<file path="src/rtl/spi_slave_if.sv">
// Parallel-side bundle for spi_slave: tx word handshake, rx word handshake
// and the frame-in-progress flag. The slave modport is the SPI responder,
// the master modport is the local logic that feeds and drains it.
interface spi_slave_if #(
   parameter int DATA_WIDTH = 8
);
   logic [DATA_WIDTH-1:0] tx_data;
   logic                  tx_valid;
   logic                  tx_ready;
   logic [DATA_WIDTH-1:0] rx_data;
   logic                  rx_valid;
   logic                  rx_ready;
   logic                  busy;

   modport slave (
      input  tx_data, tx_valid, rx_ready,
      output tx_ready, rx_data, rx_valid, busy
   );

   modport master (
      output tx_data, tx_valid, rx_ready,
      input  tx_ready, rx_data, rx_valid, busy
   );
endinterface

</file>
<file path="src/rtl/spi_slave.sv">
// spi_slave: SPI mode-0 responder, MSB first. sclk/ss_n/mosi are
// oversampled in the clk domain; one tx word is buffered ahead of the
// shifter so consecutive words in one ss_n frame need no gaps.
// Optional build macro SPI_SLAVE_OVERRUN_EN: adds a sticky rx_overrun
// output and drops (instead of overwriting with) words that complete while
// the previous rx word is still pending.
// rst_n is asynchronous and active-high.
//
// state     | meaning
// ----------+-----------------------------------------------------------
// WAIT_IDLE | after reset; ignore any frame until ss_n is seen high
// IDLE      | no frame, miso low, waiting for ss_n fall
// LOAD      | one cycle: load shifter from buffer (or IDLE_TX), drive MSB
// ACTIVE    | shifting on synchronized sclk edges until ss_n rises
module spi_slave #(
   parameter int                    DATA_WIDTH = 8,
   parameter logic [DATA_WIDTH-1:0] IDLE_TX    = '1
) (
   input  logic        clk,
   input  logic        rst_n,
   spi_slave_if.slave  bus,
   input  logic        sclk,
   input  logic        ss_n,
   input  logic        mosi,
   output logic        miso
`ifdef SPI_SLAVE_OVERRUN_EN
   ,
   output logic        rx_overrun
`endif
);

   localparam int CW = $clog2(DATA_WIDTH + 1);

   typedef enum logic [1:0] {
      WAIT_IDLE,
      IDLE,
      LOAD,
      ACTIVE
   } state_t;

   state_t                state_q, state_d;
   logic [2:0]            sclk_sync_q;
   logic [2:0]            ss_sync_q;
   logic [1:0]            mosi_sync_q;
   logic [DATA_WIDTH-1:0] buf_q, buf_d;
   logic                  buf_full_q, buf_full_d;
   logic [DATA_WIDTH-1:0] shift_tx_q, shift_tx_d;
   logic [DATA_WIDTH-1:0] shift_rx_q, shift_rx_d;
   logic [CW-1:0]         cnt_q, cnt_d;
   logic                  miso_q, miso_d;
   logic [DATA_WIDTH-1:0] rx_data_q, rx_data_d;
   logic                  rx_valid_q, rx_valid_d;
`ifdef SPI_SLAVE_OVERRUN_EN
   logic                  overrun_q, overrun_d;
`endif

   logic                  sclk_rise, sclk_fall;
   logic                  ss_s, ss_rise, ss_fall;
   logic                  mosi_s;
   logic                  load_req;
   logic                  word_done;
   logic [DATA_WIDTH-1:0] next_word;
   logic [DATA_WIDTH-1:0] rx_word;

   // ss_n synchronizer resets low so a frame already running at reset
   // release is not mistaken for a fresh ss_n fall.
   always_ff @(posedge clk or posedge rst_n) begin
      if (rst_n) begin
         sclk_sync_q <= '0;
         ss_sync_q   <= '0;
         mosi_sync_q <= '0;
      end else begin
         sclk_sync_q <= {sclk_sync_q[1:0], sclk};
         ss_sync_q   <= {ss_sync_q[1:0], ss_n};
         mosi_sync_q <= {mosi_sync_q[0], mosi};
      end
   end

   assign sclk_rise = sclk_sync_q[1] & ~sclk_sync_q[2];
   assign sclk_fall = ~sclk_sync_q[1] & sclk_sync_q[2];
   assign ss_s      = ss_sync_q[1];
   assign ss_rise   = ss_sync_q[1] & ~ss_sync_q[2];
   assign ss_fall   = ~ss_sync_q[1] & ss_sync_q[2];
   assign mosi_s    = mosi_sync_q[1];

   // State register.
   always_ff @(posedge clk or posedge rst_n) begin
      if (rst_n) state_q <= WAIT_IDLE;
      else       state_q <= state_d;
   end

   // Datapath registers.
   always_ff @(posedge clk or posedge rst_n) begin
      if (rst_n) begin
         buf_q      <= '0;
         buf_full_q <= 1'b0;
         shift_tx_q <= '0;
         shift_rx_q <= '0;
         cnt_q      <= '0;
         miso_q     <= 1'b0;
         rx_data_q  <= '0;
         rx_valid_q <= 1'b0;
`ifdef SPI_SLAVE_OVERRUN_EN
         overrun_q  <= 1'b0;
`endif
      end else begin
         buf_q      <= buf_d;
         buf_full_q <= buf_full_d;
         shift_tx_q <= shift_tx_d;
         shift_rx_q <= shift_rx_d;
         cnt_q      <= cnt_d;
         miso_q     <= miso_d;
         rx_data_q  <= rx_data_d;
         rx_valid_q <= rx_valid_d;
`ifdef SPI_SLAVE_OVERRUN_EN
         overrun_q  <= overrun_d;
`endif
      end
   end

   // Next-state and datapath decode.
   always_comb begin
      state_d    = state_q;
      buf_d      = buf_q;
      buf_full_d = buf_full_q;
      shift_tx_d = shift_tx_q;
      shift_rx_d = shift_rx_q;
      cnt_d      = cnt_q;
      miso_d     = miso_q;
      rx_data_d  = rx_data_q;
      rx_valid_d = rx_valid_q;
`ifdef SPI_SLAVE_OVERRUN_EN
      overrun_d  = overrun_q;
`endif
      load_req   = 1'b0;
      word_done  = 1'b0;
      next_word  = buf_full_q ? buf_q : IDLE_TX;
      rx_word    = {shift_rx_q[DATA_WIDTH-2:0], mosi_s};

      if (rx_valid_q && bus.rx_ready) rx_valid_d = 1'b0;

      case (state_q)
         WAIT_IDLE: begin
            miso_d = 1'b0;
            cnt_d  = '0;
            if (ss_s) state_d = IDLE;
         end
         IDLE: begin
            miso_d = 1'b0;
            cnt_d  = '0;
            if (ss_fall) state_d = LOAD;
         end
         LOAD: begin
            load_req   = 1'b1;
            shift_tx_d = next_word;
            miso_d     = next_word[DATA_WIDTH-1];
            cnt_d      = '0;
            state_d    = ACTIVE;
         end
         ACTIVE: begin
            if (ss_rise) begin
               state_d = IDLE;
               cnt_d   = '0;
               miso_d  = 1'b0;
            end else if (sclk_rise) begin
               shift_rx_d = rx_word;
               cnt_d      = cnt_q + CW'(1);
               if (cnt_q == CW'(DATA_WIDTH - 1)) word_done = 1'b1;
            end else if (sclk_fall && (cnt_q != '0)) begin
               if (cnt_q == CW'(DATA_WIDTH)) begin
                  load_req   = 1'b1;
                  shift_tx_d = next_word;
                  miso_d     = next_word[DATA_WIDTH-1];
                  cnt_d      = '0;
               end else begin
                  shift_tx_d = shift_tx_q << 1;
                  miso_d     = shift_tx_q[DATA_WIDTH-2];
               end
            end
         end
         default: state_d = WAIT_IDLE;
      endcase

      // A load sees the buffer as it was this cycle; a word captured in the
      // same cycle (only possible when empty) waits for the next load.
      if (load_req && buf_full_q) begin
         buf_full_d = 1'b0;
      end else if (bus.tx_valid && !buf_full_q) begin
         buf_d      = bus.tx_data;
         buf_full_d = 1'b1;
      end

`ifdef SPI_SLAVE_OVERRUN_EN
      // The pending word only counts as overrun if it is not being taken
      // in this very cycle.
      if (word_done) begin
         if (rx_valid_q && !bus.rx_ready) begin
            overrun_d = 1'b1;
         end else begin
            rx_data_d  = rx_word;
            rx_valid_d = 1'b1;
         end
      end
`else
      if (word_done) begin
         rx_data_d  = rx_word;
         rx_valid_d = 1'b1;
      end
`endif
   end

   assign bus.tx_ready = ~buf_full_q;
   assign bus.rx_data  = rx_data_q;
   assign bus.rx_valid = rx_valid_q;
   assign bus.busy     = (state_q == LOAD) || (state_q == ACTIVE);
   assign miso         = miso_q;
`ifdef SPI_SLAVE_OVERRUN_EN
   assign rx_overrun   = overrun_q;
`endif

endmodule

</file>
<file path="src/flat_wrapper.sv">
// flat-port wrapper written by rule: the top's interface ports become plain ports
module spi_slave_flat 
#(
   parameter int                    DATA_WIDTH = 8,
   parameter logic [DATA_WIDTH-1:0] IDLE_TX    = '1
)
  (clk, rst_n, sclk, ss_n, mosi, miso, bus_tx_data, bus_tx_valid, bus_rx_ready, bus_tx_ready, bus_rx_data, bus_rx_valid, bus_busy);
  spi_slave_if #(.DATA_WIDTH(DATA_WIDTH)) bus_i ();
  input  logic clk;
  input  logic rst_n;
  input  logic sclk;
  input  logic ss_n;
  input  logic mosi;
  output logic miso;
  input wire logic [$bits(bus_i.tx_data)-1:0] bus_tx_data;
  input wire logic [$bits(bus_i.tx_valid)-1:0] bus_tx_valid;
  input wire logic [$bits(bus_i.rx_ready)-1:0] bus_rx_ready;
  output wire logic [$bits(bus_i.tx_ready)-1:0] bus_tx_ready;
  output wire logic [$bits(bus_i.rx_data)-1:0] bus_rx_data;
  output wire logic [$bits(bus_i.rx_valid)-1:0] bus_rx_valid;
  output wire logic [$bits(bus_i.busy)-1:0] bus_busy;
  assign bus_i.tx_data = bus_tx_data;
  assign bus_i.tx_valid = bus_tx_valid;
  assign bus_i.rx_ready = bus_rx_ready;
  assign bus_tx_ready = bus_i.tx_ready;
  assign bus_rx_data = bus_i.rx_data;
  assign bus_rx_valid = bus_i.rx_valid;
  assign bus_busy = bus_i.busy;
  spi_slave #(.DATA_WIDTH(DATA_WIDTH), .IDLE_TX(IDLE_TX)) u_core (.clk(clk), .rst_n(rst_n), .bus(bus_i), .sclk(sclk), .ss_n(ss_n), .mosi(mosi), .miso(miso));
endmodule
</file>
<file path="config.mk">
export PLATFORM = sky130hd
export DESIGN_NAME = spi_slave_flat
export DESIGN_NICKNAME = d
export VERILOG_FILES = /design/src/rtl/spi_slave_if.sv /design/src/rtl/spi_slave.sv /design/src/flat_wrapper.sv
export SDC_FILE = /design/constraint.sdc
export NUM_CORES = 1
export LEC_CHECK = 0
export ABC_AREA = 0
export CAP_MARGIN = 10
export CORE_MARGIN = 5
export CORE_UTILIZATION = 45
export CTS_CLUSTER_SIZE = 20
export DETAILED_ROUTE_END_ITERATION = 8
export GPL_TIMING_DRIVEN = 0
export PLACE_DENSITY = 0.73
export SLEW_MARGIN = 40
export SYNTH_ARGS = -nofsm -noshare
export SYNTH_HDL_FRONTEND = slang
export SYNTH_SLANG_ARGS = --single-unit
export TNS_END_PERCENT = 20
</file>
<file path="constraint.sdc">
create_clock -name clk -period 3.2 [get_ports clk]
set_input_delay 0.32 -clock clk [delete_from_list [all_inputs] [get_ports clk]]
set_output_delay 0.32 -clock clk [all_outputs]
set_load 0.01 [all_outputs]
</file>
==> run_results.csv <==
group,metric,value,unit
synthesis,synth_seq_cells,47,
synthesis,seq_area_frac_synth,56.29,%
floorplanning,fp.dieH,78.14,um
power,p_per_area,741.6,mW/mm^2
grt,grt_max_degree,48,
timing,clock-skew-final,0.002933,ns
power,p_total,1.870,mW
worst_setup_path,endpoint_kind,"output port",
timing,hold_violations,0,
timing,setup_viol,0,
floorplanning,fp.dieW,78.14,um
drt,wl_per_cell,15.63,um
worst_setup_path,r2r-start,"u_core.cnt_q[0]",
drt,vias_per_cell,5.348,
synthesis,ys_warn_count,0,
grt,grt_usage,14.10,%
placement,placed_cells,239,
finish,syn_to_final_growth,20.66,%
drt,met3_length,138,um
worst_setup_path,critPathMaxFanout,10,
finish,layout-drive-gt1-share,22.05,%
drt,drt-met1-wl,1.634,mm
clock_network,cts-htree-levels,2,
placement,dp_hpwl,2.769,mm
drt,top_layer,"met4",
synthesis,syn_avg_cell_area,12.98,sq um
finish,multi_input_area,822.0,sq um
finish,antennaDiodeCount,0,
clock_network,max-clock-path-buffers,2,
worst_setup_path,timing.reg2reg.setup_slack,1.27,ns
timing,tns,0,ns
finish,instances_no_fill,247,
worst_setup_path,critPathLaunch,"u_core.state_q[0]",
clock_network,cts.sinks,47,
timing,fmax,409.4,MHz
worst_setup_path,rr_endpoint,"u_core.shift_tx_q[5]",
timing,post-route-period-util,76.33,%
clock_network,holdBufCountCts,0,
drt,drtAntennaViolNets,0,
floorplanning,io_pins,27,
worst_setup_path,worstPathArrival,2.12,ns
drt,vias,1321,
synthesis,synth_fp_nets,183,
drt,dr.pass1.iters,4,
synthesis,synthCells,161,
synthesis,synth_area,0.002090,sq mm
drt,dr.first_iter.drc_count,108,
status,status,"completed",
drt,drc,0,
clock_network,cts_resized,0,
timing,relSlewSlack,62.07,%
worst_setup_path,cp_data_required_time,2.88,ns
clock_network,postCtsSetupRepairBufs,0,
timing,worst_pin_slew,0.5689,ns
grt,antenna_found_initial,0,
worst_setup_path,path_class,"reg -> out",
worst_setup_path,worst_path_largest_cell_delay,0.48,ns
finish,fin_nets,216,
timing,slew_violations,0,
clock_network,cts_tree,"yes",
worst_setup_path,ff2ff_path_depth,7,
power,power.leakage,1.150,nW
worst_hold_path,hp-class,"reg -> reg",
worst_setup_path,worstSetupStartpointType,"register",
clock_network,root_buffer,"clkbuf_8",
grt,grt_pass1_vias,1435,
drt,wl_met2,1.999,mm
floorplanning,initial_core_util,47.02,%
worst_setup_path,slowest_stage,"clkdlybuf4s50_1",
finish,regArea,0.001176,sq mm
placement,gp_routability_congestion,0.7732,
power,vdd_drop_max,0.3818,mV
worst_setup_path,path_cells,"ha_1 -> buf_6 -> clkbuf_1 -> or2_2 -> clkdlybuf4s50_1",
placement,port-buffer-count,26,
floorplanning,coreArea,0.004444,sq mm
clock_network,cts_buffers,5,
drt,wl,3.861,mm
finish,fillers,372,
grt,grt_pass1_wl,6.831,mm
clock_network,clk_pin_slew,0.08,ns
timing,rsz0062_at_grt,"no",
grt,grt_overflow_total,0,
synthesis,ys_types,37,
run,max_cap_violations,0,
floorplanning,die_area,0.006106,sq mm
floorplanning,rows,24,
clock_network,clock_latency,0.30,ns
timing,period_minus_slack,2.443,ns
worst_setup_path,endpoint,"bus_busy",
==> sequential cells by signal, summed over array words and instances (netlist names) <==
| name | count |
|---|---|
| u_core.buf_q | 8 |
| u_core.ss_sync_q | 3 |
| u_core.bus.rx_data | 8 |
| u_core.state_q | 2 |
| u_core.shift_rx_q | 7 |
| u_core.mosi_sync_q | 2 |
| u_core.cnt_q | 4 |
| u_core.shift_tx_q | 7 |
| u_core.sclk_sync_q | 3 |
| u_core.miso | 1 |
| u_core.bus.rx_valid | 1 |
| u_core.buf_full_q | 1 |
==> routing by layer <==
metal  global-route usage (%)  vias to the layer above
met5                        0                        -
met3                    4.005                       10
met1                    16.95                      659
li1                         -                      627
met4                    5.594                        0
met2                    23.97                       25
==> worst max-delay path, delay by kind of cell, from the launching register on <==
kind                       cells  cell delay (ns)
and+or+nand+nor                1             0.34
adders and majority gates      1             0.22
DFF                            1             0.42
buffers and inverters          3             0.85
==> through the flow <==
step / hold WS (ns) / worst slack [ns] / cell area [sq um] / util (%)
finish: 0.3575 / 0.7573 / 2521 / 56.73
global route: 0.3690 / 0.6623 / 2521 / 56.73
CTS: 0.3614 / 0.7402 / 2521 / 56.73
detailed placement: 0.3411 / 1.075 / 2417 / 54.39
global placement: 0.3336 / 0.9655 / 2415 / 54.34
floorplan: 0.3312 / 1.514 / 2090 / -
==> placed cells by master, fill, tap and decap left out, types with 3 or more instances in the layout <==
cell type / count
nand2_1: 13
mux2_4: 8
nand4_1: 3
ha_1: 7
clkdlybuf4s50_1: 26
mux2_2: 16
o21ai_0: 4
dfrtp_1: 47
o31ai_1: 7
inv_1: 7
nor2b_1: 3
clkbuf_8: 7
buf_6: 4
a211oi_1: 6
nor2_1: 8
==> how the worst min path moves through the flow <==
stage | slack, ns | to | depth (start not counted) | from
after CTS | 0.36 | u_core.ss_sync_q[1] | 0 | u_core.ss_sync_q[0]
after global routing | 0.37 | u_core.sclk_sync_q[1] | 0 | u_core.sclk_sync_q[0]
after detailed placement | 0.34 | u_core.ss_sync_q[1] | 0 | u_core.ss_sync_q[0]
final | 0.36 | u_core.sclk_sync_q[1] | 0 | u_core.sclk_sync_q[0]
after global placement | 0.33 | u_core.sclk_sync_q[1] | 0 | u_core.sclk_sync_q[0]
after floorplan | 0.33 | u_core.mosi_sync_q[1] | 0 | u_core.mosi_sync_q[0]
==> cell type report <==
type                    count  share of cell area (%)
flip-flops and latches     47                   46.65
multi-input cells          98                   32.61
repair buffers             26                   10.32
clock buffers               7                   3.821
well taps                  52                   2.581
plain buffers               7                   2.283
inverters                   9                   1.439
clock inverters             1                  0.2978
==> cell families (layout without fill, tap and decap cells) <==
group / Yosys count / after routing / share of synthesized area, %
and+or+nand+nor: 39 / 39 / 10.48
muxes: 25 / 25 / 14.85
buffers and inverters: 16 / 50 / 4.371
xor gates and xnor gates: 2 / 2 / 0.8385
DFF: 47 / 47 / 56.29
AOI/OAI and AO/OA: 25 / 25 / 8.983
adders and majority gates: 7 / 7 / 4.191
==> synth_stat cells (all sizes together) <==
master / number / share of area (%)
dfrtp: 47 / 56
mux2: 24 / 14
nand2: 13 / 2.3
inv: 8 / 1.4
nor2: 8 / 1.4
ha: 7 / 4.2
o31ai: 7 / 2.5
a211oi: 6 / 2.2
buf: 5 / 2.4
nor2b: 4 / 1.6
o21ai: 4 / 0.96
nand4: 3 / 0.90
a21oi: 2 / 0.48
clkbuf: 2 / 0.36
nand3: 2 / 1.1
xor2: 2 / 0.84
a21o: 1 / 0.36
a2bb2oi: 1 / 0.42
a31o: 1 / 0.42
a41oi: 1 / 0.78
and2: 1 / 0.30
and2b: 1 / 0.36
and3b: 1 / 0.42
clkinv: 1 / 0.18
mux2i: 1 / 0.48
nand2b: 1 / 0.30
nand3b: 1 / 0.36
nor4b: 1 / 0.42
o32a: 1 / 0.48
o32ai: 1 / 0.42
or2: 1 / 0.30
or3: 1 / 0.30
or3b: 1 / 0.42
==> power by group <==
part | internal [mW] | switching (mW) | total [mW] | leakage [nW]
clock | 0.197 | 0.194 | 0.390 | 0.0505
combinational | 0.304 | 0.307 | 0.611 | 0.506
sequential | 0.756 | 0.112 | 0.868 | 0.593
(Power assumes the default switching activity.)
